## src/rtl/channel_fifo.sv

```systemverilog
// channel_fifo
//   Storage end of an ac_channel handshake. A producer kernel pushes words
//   with single-cycle write_valid strobes. A consumer kernel pops them with
//   single-cycle read_valid strobes. Each popped word is registered onto
//   out_data in the cycle after its strobe and holds there until the next
//   accepted pop.
//
// Parameters
//   WIDTH       data word width
//   DEPTH       number of entries (>= 2, any value, not only powers of two)
//
// Ports
//   clk         clock, rising edge
//   rst         synchronous active-high reset
//   in_data     word to push, sampled with write_valid
//   write_valid push strobe
//   read_valid  pop strobe
//   out_data    last popped word (registered)
//   write_ready FIFO not full, forced low while rst is high
//   read_ready  FIFO not empty, forced low while rst is high
//   count       current occupancy (registered)
//   overflow    sticky: a push was attempted while full
//   underflow   sticky: a pop was attempted while empty
module channel_fifo #(
  parameter int WIDTH = 32,
  parameter int DEPTH = 16
) (
  input  logic                       clk,
  input  logic                       rst,
  input  logic [WIDTH-1:0]           in_data,
  input  logic                       write_valid,
  input  logic                       read_valid,
  output logic [WIDTH-1:0]           out_data,
  output logic                       write_ready,
  output logic                       read_ready,
  output logic [$clog2(DEPTH+1)-1:0] count,
  output logic                       overflow,
  output logic                       underflow
);

  localparam int CW = $clog2(DEPTH + 1);
  localparam int PW = $clog2(DEPTH);
  localparam logic [CW-1:0] FULL_COUNT = CW'(DEPTH);
  localparam logic [PW-1:0] LAST_PTR   = PW'(DEPTH - 1);

  logic [WIDTH-1:0] mem [DEPTH];
  logic [PW-1:0]    wr_ptr;
  logic [PW-1:0]    rd_ptr;
  logic             full;
  logic             empty;
  logic             push;
  logic             pop;

  // Pointers wrap explicitly because DEPTH need not be a power of two.
  function automatic logic [PW-1:0] bump(input logic [PW-1:0] p);
    return (p == LAST_PTR) ? '0 : p + PW'(1);
  endfunction

  assign full  = (count == FULL_COUNT);
  assign empty = (count == '0);

  assign write_ready = !rst && !full;
  assign read_ready  = !rst && !empty;

  // The readies already include rst. So strobes are ignored during reset
  // without a separate gate. Full and empty come from the registered count.
  // That prevents fall-through: a word pushed into an empty FIFO cannot be
  // popped in the same cycle. It also makes a simultaneous push and pop
  // into a plain push (when empty) or a plain pop (when full).
  assign push = write_valid && write_ready;
  assign pop  = read_valid && read_ready;

  // Storage has no reset. Only written entries are ever read back.
  always_ff @(posedge clk) begin
    if (push) begin
      mem[wr_ptr] <= in_data;
    end
  end

  always_ff @(posedge clk) begin
    if (rst) begin
      wr_ptr    <= '0;
      rd_ptr    <= '0;
      count     <= '0;
      out_data  <= '0;
      overflow  <= 1'b0;
      underflow <= 1'b0;
    end else begin
      if (push) begin
        wr_ptr <= bump(wr_ptr);
      end
      if (pop) begin
        out_data <= mem[rd_ptr];
        rd_ptr   <= bump(rd_ptr);
      end
      if (push && !pop) begin
        count <= count + CW'(1);
      end else if (pop && !push) begin
        count <= count - CW'(1);
      end
      if (write_valid && full) begin
        overflow <= 1'b1;
      end
      if (read_valid && empty) begin
        underflow <= 1'b1;
      end
    end
  end

endmodule
```

## config.mk

```make
export PLATFORM = sky130hd
export DESIGN_NAME = channel_fifo
export DESIGN_NICKNAME = d
export VERILOG_FILES = /design/src/rtl/channel_fifo.sv
export SDC_FILE = /design/constraint.sdc
export NUM_CORES = 1
export LEC_CHECK = 0
export CORE_MARGIN = 4
export CORE_UTILIZATION = 45
export CTS_CLUSTER_DIAMETER = 100
export DETAILED_ROUTE_END_ITERATION = 10
export GPL_ROUTABILITY_DRIVEN = 0
export HOLD_SLACK_MARGIN = 0.06
export PLACE_DENSITY = 0.61
export SYNTH_ARGS = -nofsm -noshare
export SYNTH_HDL_FRONTEND = slang
export SYNTH_SLANG_ARGS = --single-unit
```

## constraint.sdc

```tcl
create_clock -name clk -period 14.4 [get_ports clk]
set_clock_uncertainty 0.1 [all_clocks]
set_input_delay 3.6 -clock clk [delete_from_list [all_inputs] [get_ports clk]]
set_output_delay 3.6 -clock clk [all_outputs]
set_load 0.1 [all_outputs]
```

# Word-level counts from Yosys, hierarchy flattened

Memories as Yosys holds them, arrays and structs flattened. A register that Yosys moved wholly into a read port is not among the register bits.
Index checks and enable logic that the tools add are counted.
Widths: inputs -> output; s select.

Register bits: 15
RAM bits: 512
Input port bits: 36
Output and inout port bits: 41
Word-level logic and storage cells: 34
Memories: 1

Memories:

| memory | depth | bits a word | rd ports | clocked after memory_dff | write ports | RTL line | source |
|---|---|---|---|---|---|---|---|
| mem    | 16    | 32          | 1        | 1                        | 1           | 46       | `logic [WIDTH-1:0] mem [DEPTH];` |

Add/sub/neg operators: 4
Eq/ne operators: 3
Multiplexer cells: 6
Reduce and logical (&&, ||, !) cells: 15

Operators by type and width:

| operator            | number |
|---|---|
| $mux 5              | 2 |
| $add 4x1->4 const B | 2 |
| $eq 4x4->1 const B  | 2 |
| $logic_and 1x1->1   | 8 |
| $mux 4              | 2 |
| $add 5x1->5 const B | 1 |
| $eq 5x5->1 const B  | 1 |
| $logic_not 1->1     | 5 |
| $logic_not 5->1     | 1 |
| $sub 5x1->5 const B | 1 |
| $mux 1              | 2 |
| $reduce_bool 2->1   | 1 |

# Depth between registers and ports, before layout

Depth in word-level cells: 8
Depth in mapped cells: 11
Mapped depth without buffers: 11

# Least setup slack after synthesis

No wires, ideal clock.

Path type: input port to output port
From: in rst
To: out write_ready
Data arrival time: 5.480 ns
Data required time: 10.700 ns
Setup slack: 5.220 ns
Cell stages on the path: 3
Path buffers: 2
Cells stage by stage: clkbuf_1 > buf_1 > a21oi_1

Cells in the longest elaborated chain, start to end: 2

RTL lines:

| what               | RTL line | source |
|---|---|---|
| start: declaration | 29       | `input logic rst,` |
| $logic_not 1->1    | 62       | `assign write_ready = !rst && !full;` |
| $logic_and 1x1->1  | 62       |  |
| end: declaration   | 34       | `output logic write_ready,` |

No other way between the ends.

# Final worst setup path

Same ends and word-level chain as after synthesis.

==> out/results.ini <==
[clock_tree]
ctsHoldBuffers=0
clock-root-buffer=clkbuf_16
cts.sinks=559
htreeDepth=2
cts_resized=0
tritoncts=done
clk_path_buf_depth=3
clk_latency_ns=0.59
postCtsSetupRepairBufs=0
clk_pin_slew_ns=0.06
cts_buffers=56

[detailed_routing]
vias_per_cell=5.67
drcViolationCount=0
drt_wl_total_um=43100
dr.pass1.iters=5
drt-wirelength-per-cell_um=24.8
ant_nets=0
drt_iter0_markers=764
vias=9855

[grt]
antenna_found_initial=1
grt_max_degree=69
gr-total-overflow=0
grt_first_pass_wirelength_um=65400
grt_pass1_vias=10300
grt_use_total_pct=17.1

[worst_setup_path]
cp-startpoint=rst
r2r_slack_ns=10.88
path_class=input pin to output pin
crit_required_ns=10.70
worstSetupStartpointType=input pin
critPathCapture=write_ready
path_max_fanout=21
reg2reg_from=rd_ptr[1]
r2r_end=out_data[14]
crit_arrival_ns=5.95
worstSetupEndpointType=output pin
ff2ff_path_depth=6

[power_and_ir_drop]
finalPower_mw=4.13
internal_power_mw=2.94
combPwrFrac_pct=20.0
p_leak_nw=7.64
p_per_area_nw_per_um2=167
p_clk_share_pct=34.5
seqPwrFrac_pct=45.5
switching_share_pct=28.8
p_sw_mw=1.19
peakVddDrop_mv=0.0918

[timing]
setup_viol=0
hold_ws_ns=0.366
rsz0062_at_grt=false
max_freq_mhz=104
hold_viol_final=0
worst_pin_slew_ns=1.05
finalCritPeriodShare_pct=67.0
slew_violations=0
relSlewSlack_pct=30.1
min_period_ns=9.65
finalSetupTns_ns=0

[worst_hold_path]
min_path_type=register to register
holdPathStages=2

[place]
placed_cell_area_um2=23000
io_buffers=76
hpwl_um=23500

[final_layout]
fin_nets=1132
drive_above_1_share_pct=22.1
synthToLayoutAreaGrowth_pct=15.7
fillers=3599
multi_input_area_um2=4880
seq_area_um2=16300
finalCoreUtilization_pct=53.0
final_area_um2=24800

[yosys]
synth_async_sr_flop_share_pct=0
synth_edf_count=512
synthCells=976
synthTopCellsByArea=edfxtp_1 (72%), mux4_2 (8.9%), mux4_1 (5.3%), dfxtp_1 (4.4%), mux2_2 (1.7%)
syn_nets=1023
yosysWarnings=0
synth_top_cell_area_share_pct=71.8
ys.flop_type=edfxtp_1
yosysMostFrequentCell=edfxtp_1
yosysSeqAreaShare_pct=76.2
synth_top_area_cell=edfxtp_1
synth-seq-cells=559
syn_area_um2=21400
synth_area_per_cell_um2=21.9
synth.distinct_cells=36
yosys-top-cells-count=edfxtp_1 (512), mux4_2 (85), dfxtp_1 (47)

[die]
rows=79
core_um2=46800
dieArea_um2=51100
dieWidth_um=226
die_y_um=226
start_util_pct=45.8
ioPinCount=77

[job]
drv_cap=0

[status]
status=finished, final reports clean

## routing by layer
metal	vias to the layer above	share of wire, %	track usage (%)
met5	-	0	0
met4	0	1.8	4.48
met3	56	4.8	2.92
met2	235	49	27.9
met1	5249	45	24.3
li1	4315	-	-
## worst max-delay path, cell delays in order
cell	delay, ns
clkdlybuf4s50_1	0.84
a21oi_1	0.33
clkdlybuf4s50_1	1.18
## logic make-up after synthesis
kind of cell,share of synthesized area (%)
compound gates,2.58
xor+xnor,0.205
fa+ha+maj,0.678
buf+inv,1.57
flops,76.2
mux,17.5
simple gates,1.24
## sequential cells by signal, indices dropped and copies added (netlist names)
register and cells:
count 5, out_data 32, underflow 1, rd_ptr 4, wr_ptr 4, overflow 1
mem 512
## power groups by stage
stage / sequential (mW) / clock [mW] / combinational, mW
3_3_place_gp: 1.91 / 0 / 0.831
4_1_cts: 1.88 / 1.46 / 0.838
5_1_grt: 1.89 / 1.53 / 0.875
6_report: 1.88 / 1.42 / 0.826
3_5_place_dp: 1.92 / 0 / 0.836
2_1_floorplan: 2.18 / 0 / 0.356
## cell usage in the layout, fill, tap and decap left out, drive strengths merged
cell type / Yosys / routed
a41oi: 2 / 2
clkinv: 0 / 17
a211oi: 1 / 1
nor4: 1 / 1
nor2: 30 / 30
mux4: 128 / 128
inv: 10 / 11
edfxtp: 512 / 512
a311oi: 1 / 1
clkbuf: 17 / 79
nand3: 2 / 2
a21oi: 11 / 11
buf: 35 / 27
clkdlybuf4s50: 0 / 76
mux2i: 34 / 34
o31ai: 1 / 1
o21ai: 32 / 32
a21o: 1 / 1
bufinv: 0 / 4
a31oi: 4 / 4
mux2: 33 / 33
diode: 0 / 1
fa: 1 / 1
a22oi: 32 / 32
ha: 10 / 10
nand2: 16 / 16
nand3b: 1 / 1
dfxtp: 47 / 47
nand2b: 3 / 3
clkinvlp: 0 / 2
xor2: 5 / 5
nor3: 6 / 6
## layout make-up
type	instances	area share (%)
Clock buffer	79	6.41
Timing Repair Buffer	103	3.89
Inverter	10	0.151
Sequential cell	559	65.9
Multi-Input combinational cell	355	19.7
Clock inverter	24	0.894
Antenna cell	1	0.0101
Tap cell	607	3.06
## worst min-delay path by stage
stage | start | endpoint
after floorplan | rd_ptr[0] | rd_ptr[1]
after global placement | overflow | overflow
after detailed placement | underflow | underflow
after CTS | underflow | underflow
after global routing | overflow | overflow
final | underflow | underflow
## stage by stage
stage               worst slack, ns  std cells
floorplan                      5.22        976
global placement               4.78       1634
detailed placement             4.72       1634
CTS                            4.72       1737
global route                   4.57       1738
finish                         4.75       1738
(Power assumes the default switching activity.)
